**src/rtl/instruction_fetch_pkg.sv**
```systemverilog
// Shared definitions for the instruction fetch unit.
//   fetch_state_t    : FSM state encoding
//   PC_INC           : byte increment between consecutive 16-bit instruction words
//   DEFAULT_RESET_PC : default fetch address after reset (even)
package instruction_fetch_pkg;

   typedef enum logic [1:0] {
      S_REQ   = 2'd0,
      S_WAIT  = 2'd1,
      S_ISSUE = 2'd2,
      S_FAULT = 2'd3
   } fetch_state_t;

   localparam logic [15:0] PC_INC           = 16'd2;
   localparam logic [15:0] DEFAULT_RESET_PC = 16'h0000;

endpackage

```
**src/rtl/instruction_fetch_pc_reg.sv**
```systemverilog
// Program counter register for the instruction fetch unit.
//   i_clk      : clock, rising edge
//   i_rst_n    : asynchronous active-low reset, loads RESET_PC
//   i_load     : load i_load_val (branch redirect), has priority over i_inc
//   i_load_val : redirect byte address
//   i_inc      : advance by PC_INC (memory acknowledge), 16-bit modulo
//   o_pc       : current program counter
module pc_reg
   import instruction_fetch_pkg::*;
#(
   parameter logic [15:0] RESET_PC = DEFAULT_RESET_PC
) (
   input  logic        i_clk,
   input  logic        i_rst_n,
   input  logic        i_load,
   input  logic [15:0] i_load_val,
   input  logic        i_inc,
   output logic [15:0] o_pc
);

   logic [15:0] r_pc;

   always_ff @(posedge i_clk or negedge i_rst_n) begin
      if (!i_rst_n) begin
         r_pc <= RESET_PC;
      end else if (i_load) begin
         r_pc <= i_load_val;
      end else if (i_inc) begin
         r_pc <= r_pc + PC_INC;
      end
   end

   assign o_pc = r_pc;

endmodule

```
**src/rtl/instruction_fetch.sv**
```systemverilog
// Instruction fetch unit: requests 16-bit words from memory, holds the
// fetched word in the instruction register and hands it to the decoder
// with a one-cycle enable pulse.
//   Clock    : clock, rising edge
//   nReset   : asynchronous active-low reset
//   MAR      : fetch byte address (always the PC)
//   MemRd    : memory read strobe
//   MemAck   : memory data valid this cycle
//   MemData  : fetched instruction word
//   Stall    : decoder cannot accept an instruction this cycle
//   BrTaken  : one-cycle branch redirect request
//   BrTarget : redirect byte address
//   Instr    : instruction register to the decoder
//   E        : decoder enable, one cycle per issued instruction
//   PC       : address of the next fetch
//   FLTo     : sticky misaligned-fetch fault
//
// state   | meaning
// S_REQ   | present a read request at PC
// S_WAIT  | hold the request until MemAck, then latch word and advance PC
// S_ISSUE | word in Instr, pulse E unless the decoder stalls
// S_FAULT | misaligned branch seen, dead until reset
module instruction_fetch
   import instruction_fetch_pkg::*;
#(
   parameter logic [15:0] RESET_PC = DEFAULT_RESET_PC
) (
   input  logic        Clock,
   input  logic        nReset,
   output logic [15:0] MAR,
   output logic        MemRd,
   input  logic        MemAck,
   input  logic [15:0] MemData,
   input  logic        Stall,
   input  logic        BrTaken,
   input  logic [15:0] BrTarget,
   output logic [15:0] Instr,
   output logic        E,
   output logic [15:0] PC,
   output logic        FLTo
);

   fetch_state_t r_state;
   fetch_state_t w_state_nxt;
   logic [15:0]  r_instr;
   logic         r_flt;
   logic         r_started;
   logic [15:0]  w_pc;
   logic         w_br_even;
   logic         w_br_odd;
   logic         w_pc_load;
   logic         w_pc_inc;
   logic         w_instr_load;
   logic         w_issue;
   logic         w_flt_set;

   assign w_br_even = BrTaken & ~BrTarget[0];
   assign w_br_odd  = BrTaken &  BrTarget[0];

   pc_reg #(
      .RESET_PC (RESET_PC)
   ) u_pc_reg (
      .i_clk      (Clock),
      .i_rst_n    (nReset),
      .i_load     (w_pc_load),
      .i_load_val (BrTarget),
      .i_inc      (w_pc_inc),
      .o_pc       (w_pc)
   );

   // The first edge out of reset only arms the fetcher, so MemRd stays low
   // through the reset-release cycle and rises in the cycle that follows.
   always_ff @(posedge Clock or negedge nReset) begin
      if (!nReset) begin
         r_started <= 1'b0;
      end else begin
         r_started <= 1'b1;
      end
   end

   always_ff @(posedge Clock or negedge nReset) begin
      if (!nReset) begin
         r_state <= S_REQ;
      end else begin
         r_state <= w_state_nxt;
      end
   end

   always_ff @(posedge Clock or negedge nReset) begin
      if (!nReset) begin
         r_instr <= 16'h0000;
      end else if (w_instr_load) begin
         r_instr <= MemData;
      end
   end

   always_ff @(posedge Clock or negedge nReset) begin
      if (!nReset) begin
         r_flt <= 1'b0;
      end else if (w_flt_set) begin
         r_flt <= 1'b1;
      end
   end

   // Redirects outrank everything else, including an ack arriving in the
   // same cycle and an issue pending in S_ISSUE.
   always_comb begin
      w_state_nxt  = r_state;
      w_pc_load    = 1'b0;
      w_pc_inc     = 1'b0;
      w_instr_load = 1'b0;
      w_issue      = 1'b0;
      w_flt_set    = 1'b0;
      if (r_started && (r_state != S_FAULT)) begin
         if (w_br_odd) begin
            w_state_nxt = S_FAULT;
            w_flt_set   = 1'b1;
         end else if (w_br_even) begin
            w_state_nxt = S_REQ;
            w_pc_load   = 1'b1;
         end else begin
            case (r_state)
               S_REQ: begin
                  w_state_nxt = S_WAIT;
               end
               S_WAIT: begin
                  if (MemAck) begin
                     w_instr_load = 1'b1;
                     w_pc_inc     = 1'b1;
                     w_state_nxt  = S_ISSUE;
                  end
               end
               S_ISSUE: begin
                  if (!Stall) begin
                     w_issue     = 1'b1;
                     w_state_nxt = S_REQ;
                  end
               end
               default: begin
                  w_state_nxt = r_state;
               end
            endcase
         end
      end
   end

   // A misaligned redirect drops the strobe in the same cycle it is seen.
   assign MemRd = r_started && ((r_state == S_REQ) || (r_state == S_WAIT)) && !w_br_odd;
   assign MAR   = w_pc;
   assign PC    = w_pc;
   assign E     = w_issue;
   assign Instr = r_instr;
   assign FLTo  = r_flt;

endmodule

```
**config.mk**
```make
export PLATFORM = sky130hd
export DESIGN_NAME = instruction_fetch
export DESIGN_NICKNAME = d
export VERILOG_FILES = /design/src/rtl/instruction_fetch_pkg.sv /design/src/rtl/instruction_fetch_pc_reg.sv /design/src/rtl/instruction_fetch.sv
export SDC_FILE = /design/constraint.sdc
export NUM_CORES = 1
export LEC_CHECK = 0
export BUFFER_PORTS_ARGS = -buffer_cell sky130_fd_sc_hd__buf_2
export CAP_MARGIN = 40
export CORE_MARGIN = 2
export CORE_UTILIZATION = 50
export CTS_BUF_LIST = sky130_fd_sc_hd__clkbuf_4 sky130_fd_sc_hd__clkbuf_8 sky130_fd_sc_hd__clkbuf_16
export DETAILED_ROUTE_END_ITERATION = 12
export HOLD_SLACK_MARGIN = 0.08
export PLACE_DENSITY = 0.85
export SETUP_SLACK_MARGIN = 0.15
export SLEW_MARGIN = 10
export SYNTH_ARGS = -nofsm -noshare
export SYNTH_HDL_FRONTEND = slang
export SYNTH_SLANG_ARGS = --single-unit
```
**constraint.sdc**
```tcl
create_clock -name Clock -period 3.25 [get_ports Clock]
set_clock_uncertainty 0.2 [all_clocks]
set_input_delay 0.1625 -clock Clock [delete_from_list [all_inputs] [get_ports Clock]]
set_output_delay 0.1625 -clock Clock [all_outputs]
set_load 0.02 [all_outputs]
```
==> results.cfg, run 1 <==
[run_status]
status = completed

[layout]
nNetsFinal = 328
syn2layout_area_growth_pct = 42.3
final_util = 0.746
fin_cells = 334
diodes = 0
drive_gt1_frac = 0.413

[floorplan]
num_io_pins = 88
die_w_um = 65.9
initial_core_util = 0.524
rows = 22
die_y_um = 65.9
dieArea_um2 = 4350
fp.coreArea_um2 = 3660

[synthesis]
netlist.area_leader.share = 0.470
yosysSeqAreaShare = 0.470
syn-num-nets = 222
synth-main-ff-cell = dfrtp_1
syn_inst = 179
synthArstFlopShare = 1.00
yosysTopAreaCell = dfrtp_1
synth_area_leaders = dfrtp_1 (47%), mux2_2 (10%), buf_4 (6.3%)
synth_area_per_cell_um2 = 10.7
syn_area_um2 = 1920
yosysMostFrequentCell = dfrtp_1
synth_common_cells = dfrtp_1 (36), mux2_2 (17), buf_4 (16)
synth_edf_count = 0
ys_warn_count = 0
synth-seq-cells = 36
synth.distinct_cells = 42

[clocking]
cts_tree = yes
cts_sinks = 36
clock-root-buffer = clkbuf_8
worst_skew_pair.late_latency_ps = 290
clk_pin_slew_ps = 70
cts-buffers-inserted = 5
clockBufferDepth = 2
cts.htree.levels = 2

[routing]
wire_per_inst_um = 15.4
drc = 0
vias = 1770
vias_per_cell = 5.30
ant_nets = 0
routed_wl_um = 5150
drt_iter0_drc = 97
dr.pass1.iters = 4

[sta]
drv_slew = 0
rsz0062_at_grt = false
maxSlewHeadroom = 0.462
setup_tns_ps = 0
hold_viol_final = 0
whs_ps = 123
fin_crit_sh = 0.729
max_freq_ghz = 0.422
final.min_clock_period_ps = 2370
worstMarginPinSlew_ps = 796
setup_viol = 0

[place]
port_buffers = 87
place_congestion = 0.802
dp_cells = 292
place_hpwl_um = 3380

[global_routing]
track_usage = 0.253
antenna_found_initial = 0
overflow = 0
grt_max_degree = 37
grt_pass1_wl_um = 8220
first_global_vias = 1720

[setup_path]
r2r-start = r_state[1]
cpPeakStageDelay_ps = 520
cp_num_buf_inv = 1
path_max_fanout = 8
rr_endpoint = u_pc_reg.o_pc[14]
cp.arrival_ps = 2390
worst_ep_required_time_ps = 3270
path_cells = inv_1, ha_1, nand4b_4, or3_1, or4_1, a31oi_1
ff2ff_path_depth = 6
path_delay_family = simple AND/OR/NAND/NOR gates
endpoint_kind = register
worst_setup_path_start_kind = register
worstSetupPathType = register to register
r2r_slack_ps = 880
slowest_stage = or4_1

[flow_run]
cap_violations = 0

[power]
power.density_nw_per_um2 = 850
p_leak_nw = 1.31
peakVddDrop_v = 0.000473

[worst_hold_path]
holdPathEnd = r_state[0]
min-delay-start = BrTaken
hold_depth = 3
hold_class = input port to register
report_power, final:
part / leakage, nW / switching [mW] / internal, mW / total [mW]
logic: 0.818 / 0.647 / 0.435 / 1.08
registers: 0.432 / 0.206 / 0.638 / 0.844
clock network: 0.0586 / 0.159 / 0.236 / 0.395
total: 1.31 / 1.01 / 1.31 / 2.32
area by class of cell:
cell class                 count  area [um2]
inverter                       5        18.8
multi-input combinational    114         848
clock buffer                   6        76.3
timing repair buffer         123         791
fill                         249         931
clock inverter                 2        35.0
sequential                    36         901
tap                           48        60.1
registers in the layout, indices dropped and copies added, names as in the netlist:
name,count
r_started,1
u_pc_reg.o_pc,16
Instr,16
FLTo,1
r_state,2
cell usage in the layout, fill, tap and decap left out, types with 2 or more instances in the layout:
cell type and count:
nand4_1 3, nand2b_1 3, a221o_1 2, o211ai_1 2, a211oi_1 2, a31oi_1 5
inv_1 5, nor3_1 2, nand3_1 4, or3_1 6, o31ai_1 2, buf_4 2
and2_1 2, dfrtp_1 36, a311oi_1 2, xnor2_1 4, mux2i_1 2, nand2_1 14
or4_1 3, nor2_1 10, clkbuf_8 5, o21ai_0 8, ha_1 6, dlygate4sd3_1 34
mux2_2 17, buf_2 87
stage by stage:
step	cell area [um2]	worst slack (ps)	total power [mW]
floorplan	1920	1020	1.59
finish	2730	880	2.32
detailed placement	2280	893	1.89
global route	2730	739	2.46
CTS	2730	877	2.31
global placement	2280	975	1.84
cell families after synthesis:
group | Yosys count | synth area share
AOI/OAI and AO/OA | 28 | 0.101
xor gates and xnor gates | 4 | 0.0183
adders and majority gates | 6 | 0.0391
buffers and inverters | 29 | 0.0926
DFF | 36 | 0.470
muxes | 19 | 0.110
other | 1 | 0.00196
and+or+nand+nor | 56 | 0.167
repair_timing:
action | in CTS | in global routing
hold buffers | 34 | 0
setup buffers | 0 | 0
gates resized for setup | 0 | 0
hold endpoints to repair | 68 | 0
worst reg2reg max path, cell delays in order, from the launching register on:
cell      delay [ps]
dfrtp_1          420
inv_1            120
ha_1             280
nand4b_4         160
or3_1            430
or4_1            530
a31oi_1          160
layer usage:
metal  vias up  GRT usage  wire (um)
li1        841          -          -
met1       851      0.277       1970
met2        68      0.475       2780
met3        10     0.0664        316
met4         0     0.0765         85
met5         -          0          0
worst max path at each step:
stage / slack [ps] / start / end / depth (start not counted)
4_1_cts: 880 / r_state[0] / u_pc_reg.o_pc[15] / 5
5_1_grt: 740 / r_state[1] / u_pc_reg.o_pc[14] / 6
6_report: 880 / r_state[1] / u_pc_reg.o_pc[14] / 6
3_3_place_gp: 980 / r_state[1] / u_pc_reg.o_pc[14] / 6
2_1_floorplan: 1020 / r_state[1] / u_pc_reg.o_pc[14] / 7
3_5_place_dp: 890 / r_state[1] / u_pc_reg.o_pc[14] / 6
Note: power is estimated with default switching activity, not from simulation.
==> run 2, diff against run 1 <==
--- a/config.mk
+++ b/config.mk
@@ -5,14 +5,15 @@
 export SDC_FILE = /design/constraint.sdc
 export NUM_CORES = 1
 export LEC_CHECK = 0
+export ABC_AREA = 1
 export BUFFER_PORTS_ARGS = -buffer_cell sky130_fd_sc_hd__buf_2
 export CAP_MARGIN = 40
 export CORE_MARGIN = 2
-export CORE_UTILIZATION = 50
+export CORE_UTILIZATION = 43
 export CTS_BUF_LIST = sky130_fd_sc_hd__clkbuf_4 sky130_fd_sc_hd__clkbuf_8 sky130_fd_sc_hd__clkbuf_16
 export DETAILED_ROUTE_END_ITERATION = 12
 export HOLD_SLACK_MARGIN = 0.08
-export PLACE_DENSITY = 0.85
+export PLACE_DENSITY = 0.76
 export SETUP_SLACK_MARGIN = 0.15
 export SLEW_MARGIN = 10
 export SYNTH_ARGS = -nofsm -noshare
==> constraint.sdc (replaced) <==
create_clock -name Clock -period 2 [get_ports Clock]
set_clock_uncertainty 0.2 [all_clocks]
set_input_delay 0.1 -clock Clock [delete_from_list [all_inputs] [get_ports Clock]]
set_output_delay 0.1 -clock Clock [all_outputs]
set_load 0.02 [all_outputs]
==> results.cfg, run 2 <==
[clocking]
clockBufferDepth = 2
worst_skew_pair.late_latency_ps = 290
cts-buffers-inserted = 5
cts.htree.levels = 2
clk_pin_slew_ps = 70
cts_tree = yes
clock-root-buffer = clkbuf_8
cts_sinks = 36

[floorplan]
dieArea_um2 = 5530
rows = 25
num_io_pins = 88
die_y_um = 74.4
fp.coreArea_um2 = 4750
initial_core_util = 0.448
die_w_um = 74.4

[layout]
fin_area_um2 = 3070
drive_gt1_frac = 0.322
nNetsFinal = 447
syn2layout_area_growth_pct = 44.1
fin_cells = 471
diodes = 0
final_common_cell = nand2_1
layout_common_cells = nand2_1 (110), buf_2 (87), dlygate4sd3_1 (35), dfrtp_1 (34), nor2_1 (26)

[sta]
hold_viol_final = 0
final.min_clock_period_ps = 1800
fin_crit_sh = 0.901
setup_slack_ps = 197
rsz0062_at_grt = true
setup_viol = 0
maxSlewHeadroom = 0.461
setup_tns_ps = 0
worstMarginPinSlew_ps = 808
drv_slew = 0
max_freq_ghz = 0.555

[setup_path]
endpoint_kind = register
cpPeakStageDelay_ps = 400
cp.arrival_ps = 1830
slowest_stage = dfrtp_1
path_max_fanout = 6
r2r_slack_ps = 200
path_cells = inv_1, ha_2, nand3_2, nor2_4, buf_12, nor2_4, buf_4, nor2_1, nand2_1, nand2_1
ff2ff_path_depth = 10
worst_setup_path_start_kind = register
worst_ep_required_time_ps = 2020
worstSetupPathType = register to register

[routing]
ant_nets = 0
routed_wl_um = 5550
vias_per_cell = 4.62
dr.pass1.iters = 4
wire_per_inst_um = 11.8
drt_iter0_drc = 126
drc = 0
vias = 2174

[synthesis]
yosysMostFrequentCell = nand2_1
netlist.area_leader.share = 0.423
synth_area_per_cell_um2 = 7.50
synthArstFlopShare = 1.00
synth_area_leaders = dfrtp_1 (42%), nand2_1 (19%), buf_4 (6.0%)
yosysSeqAreaShare = 0.423
synth-seq-cells = 36
yosysTopAreaCell = dfrtp_1
synth-main-ff-cell = dfrtp_1
syn-num-nets = 327
syn_area_um2 = 2130
ys_warn_count = 0
synth.distinct_cells = 29
synth_common_cells = nand2_1 (110), dfrtp_1 (36), nor2_1 (28)
synth_edf_count = 0
syn_inst = 284

[place]
preCtsSetupSlack_ps = 60.2
placed_area_um2 = 2490
place_congestion = 0.808
port_buffers = 87
dp_cells = 417
place_hpwl_um = 3570

[power]
p_comb_frac = 0.509
seqPwrFrac = 0.347
p_switching_mw = 1.80
intPower_mw = 2.09
p_leak_nw = 1.68
power.density_nw_per_um2 = 1270
sw_frac_of_total = 0.462
p_clk_frac = 0.144
peakVddDrop_v = 0.000713

[global_routing]
track_usage = 0.208
first_global_vias = 2115
grt_max_degree = 37
grt_pass1_wl_um = 8850
overflow = 0
antenna_found_initial = 0

[flow_run]
cap_violations = 0

[worst_hold_path]
hold_class = input port to async pin

[run_status]
status = completed
-- run 2: power by group through the flow --
stage               Combinational, mW  Sequential (mW)  Clock (mW)
global route                     2.20             1.41       0.606
CTS                              1.87             1.35       0.572
finish                           1.98             1.35       0.559
floorplan                        1.02             1.69           0
global placement                 1.77             1.35           0
detailed placement               1.80             1.36           0
-- run 2: path summary, 6_finish.rpt --
check / to / from
worst max-delay path: u_pc_reg.o_pc[15] / r_state[1]
worst min-delay path: u_pc_reg.o_pc[13] / nReset
worst max register to register: u_pc_reg.o_pc[15] / r_state[1]
worst min register to register: Instr[2] / Instr[2]
max in group asynchronous: u_pc_reg.o_pc[2] / nReset
min in group Clock: r_state[1] / MemAck
-- run 2: metrics by stage --
| stage | total power [mW] | hold slack (ps) | util |
|---|---|---|---|
| 2_1_floorplan | 2.70 | -396 | - |
| 5_1_grt | 4.22 | 247 | 0.645 |
| 4_1_cts | 3.80 | 87.2 | 0.621 |
| 6_report | 3.89 | 239 | 0.645 |
| 3_5_place_dp | 3.16 | 37.6 | 0.523 |
| 3_3_place_gp | 3.12 | 42.3 | 0.523 |
-- run 2: kinds of logic after synthesis --
kind of cell,count (synthesis),share of synthesized area
AOI/OAI and AO/OA,18,0.0535
xor gates and xnor gates,3,0.0123
other,1,0.00176
and+or+nand+nor,173,0.348
DFF,36,0.423
buffers and inverters,47,0.126
adders and majority gates,6,0.0353
-- run 2: critical path: cells and delay by family (launching register included) --
family,cells,cell delay (ps)
buf+inv,3,420
flops,1,400
fa+ha+maj,1,220
simple gates,6,490
-- run 2: area by class of cell --
type / instances / area (um2)
sequential: 36 / 903
multi-input combinational: 201 / 970
fill: 447 / 1690
inverter: 24 / 100
clock buffer: 7 / 96.3
tap: 67 / 83.8
timing repair buffer: 136 / 915
-- run 2: layer usage --
metal,GRT usage,routed length (um)
met1,0.252,2450
met2,0.362,2700
met4,0.0754,86
met3,0.0474,312
met5,0,0
-- run 2: repair_timing --
| action | in CTS | in global routing |
|---|---|---|
| pin swaps | 1 | 2 |
| setup endpoints to repair | 6 | 31 |
| buffers inserted | 2 | 10 |
| gates resized for setup | 1 | 13 |
| hold buffers | 35 | 0 |
| hold endpoints to repair | 69 | 0 |
==> run 3, diff against run 2 <==
==> constraint.sdc (replaced) <==
create_clock -name Clock -period 2 [get_ports Clock]
set_clock_uncertainty 0.2 [all_clocks]
set_input_delay 0.2 -clock Clock [delete_from_list [all_inputs] [get_ports Clock]]
set_output_delay 0.2 -clock Clock [all_outputs]
set_load 0.02 [all_outputs]
==> results.cfg, run 3 (synthesis gave the netlist of run 2 again) <==
[global_routing]
grt_pass1_wl_um = 8500
track_usage = 0.201
grt_max_degree = 37
overflow = 0
first_global_vias = 1973
antenna_found_initial = 0

[floorplan]
die_y_um = 74.4
die_w_um = 74.4
initial_core_util = 0.448
rows = 25
num_io_pins = 88
fp.coreArea_um2 = 4750
dieArea_um2 = 5530

[setup_path]
worst_ep_required_time_ps = 1600
worstSetupPathType = register to primary output
worst_setup_path_start_kind = register
path_max_fanout = 5
cp.arrival_ps = 1410
endpoint_kind = primary output

[sta]
fin_crit_sh = 0.904
rsz0062_at_grt = true
max_freq_ghz = 0.553
hold_viol_final = 0
setup_slack_ps = 192
setup_viol = 0
setup_tns_ps = 0
final.min_clock_period_ps = 1810
drv_slew = 0

[clocking]
clock-root-buffer = clkbuf_8
clk_pin_slew_ps = 80
cts_tree = yes
worst_skew_pair.late_latency_ps = 280
cts_sinks = 36
cts-buffers-inserted = 5
cts.htree.levels = 2
clockBufferDepth = 2

[routing]
drc = 0
wire_per_inst_um = 11.5
met2_length_um = 2690
vias = 2165
dr_wl_met3_um = 379
route.top_layer_used = met4
vias_per_cell = 4.63
drt_iter0_drc = 104
dr.pass1.iters = 4
ant_nets = 0
met1_length_um = 2250
routed_wl_um = 5360

[layout]
layout_common_cells = nand2_1 (110), buf_2 (86), dfrtp_1 (34), dlygate4sd3_1 (32), nor2_1 (26)
final_common_cell = nand2_1
syn2layout_area_growth_pct = 43.7
fin_area_um2 = 3060
nNetsFinal = 444
drive_gt1_frac = 0.327
fillers = 411
diodes = 0

[power]
power.density_nw_per_um2 = 1260
p_total_mw = 3.84
peakVddDrop_v = 0.000826
p_leak_nw = 1.67

[place]
port_buffers = 87
placed_area_um2 = 2510
preCtsSetupSlack_ps = 54.4
place_congestion = 0.809
place_hpwl_um = 3570

[run_status]
status = completed

[worst_hold_path]
hold_class = input port to register

[flow_run]
cap_violations = 0
==> run 3: worst max-delay path, stage by stage, from the launching register on <==
cell     delay [ps]
dfrtp_1         420
ha_1            210
inv_1            60
nand2_2          90
nor3_2          180
buf_4           160
==> run 3: final timing paths <==
kind | from | endpoint | slack (ps) | cells after the start
max in group asynchronous | nReset | u_pc_reg.o_pc[2] | 1200 | 3
hold reg to reg | Instr[3] | Instr[3] | 270 | 2
hold / removal | BrTarget[4] | u_pc_reg.o_pc[4] | 80 | 5
setup reg to reg | r_state[0] | u_pc_reg.o_pc[1] | 210 | 10
setup / recovery | r_state[0] | E | 190 | 5
min in group asynchronous | nReset | u_pc_reg.o_pc[14] | 190 | 3
==> run 3: routing by layer <==
layer	up-vias	global-route usage
li1	1101	-
met2	84	0.359
met4	0	0.0675
met1	976	0.235
met3	4	0.0501
met5	-	0
==> run 3: cell type report <==
type	count	area, um2	area share
well taps	67	83.8	0.0274
repair buffers	133	908	0.297
clock buffers	5	68.8	0.0225
clock inverters	2	12.5	0.00409
inverters	24	97.6	0.0319
multi-input cells	201	986	0.322
flip-flops and latches	36	903	0.295
==> run 3: stage by stage <==
stage	utilization	cells	hold slack [ps]
after floorplan	-	284	-296
after CTS	0.620	459	92.5
after global routing	0.644	468	111
after global placement	0.527	418	-22.0
after detailed placement	0.527	418	-20.4
final	0.644	468	83.3
==> run 3: where the power goes <==
part           switching [mW]  total [mW]  internal [mW]
Clock                   0.259       0.495          0.236
Sequential              0.316        1.36           1.05
Combinational            1.24        1.99          0.747
==> run 3: what timing repair did <==
action,4_1_cts,5_1_grt
endpoints found under the setup margin,8,30
endpoints found under the hold margin,66,0
resized for setup,3,13
setup buffers,2,9
hold buffers,32,0
pin swaps,1,4
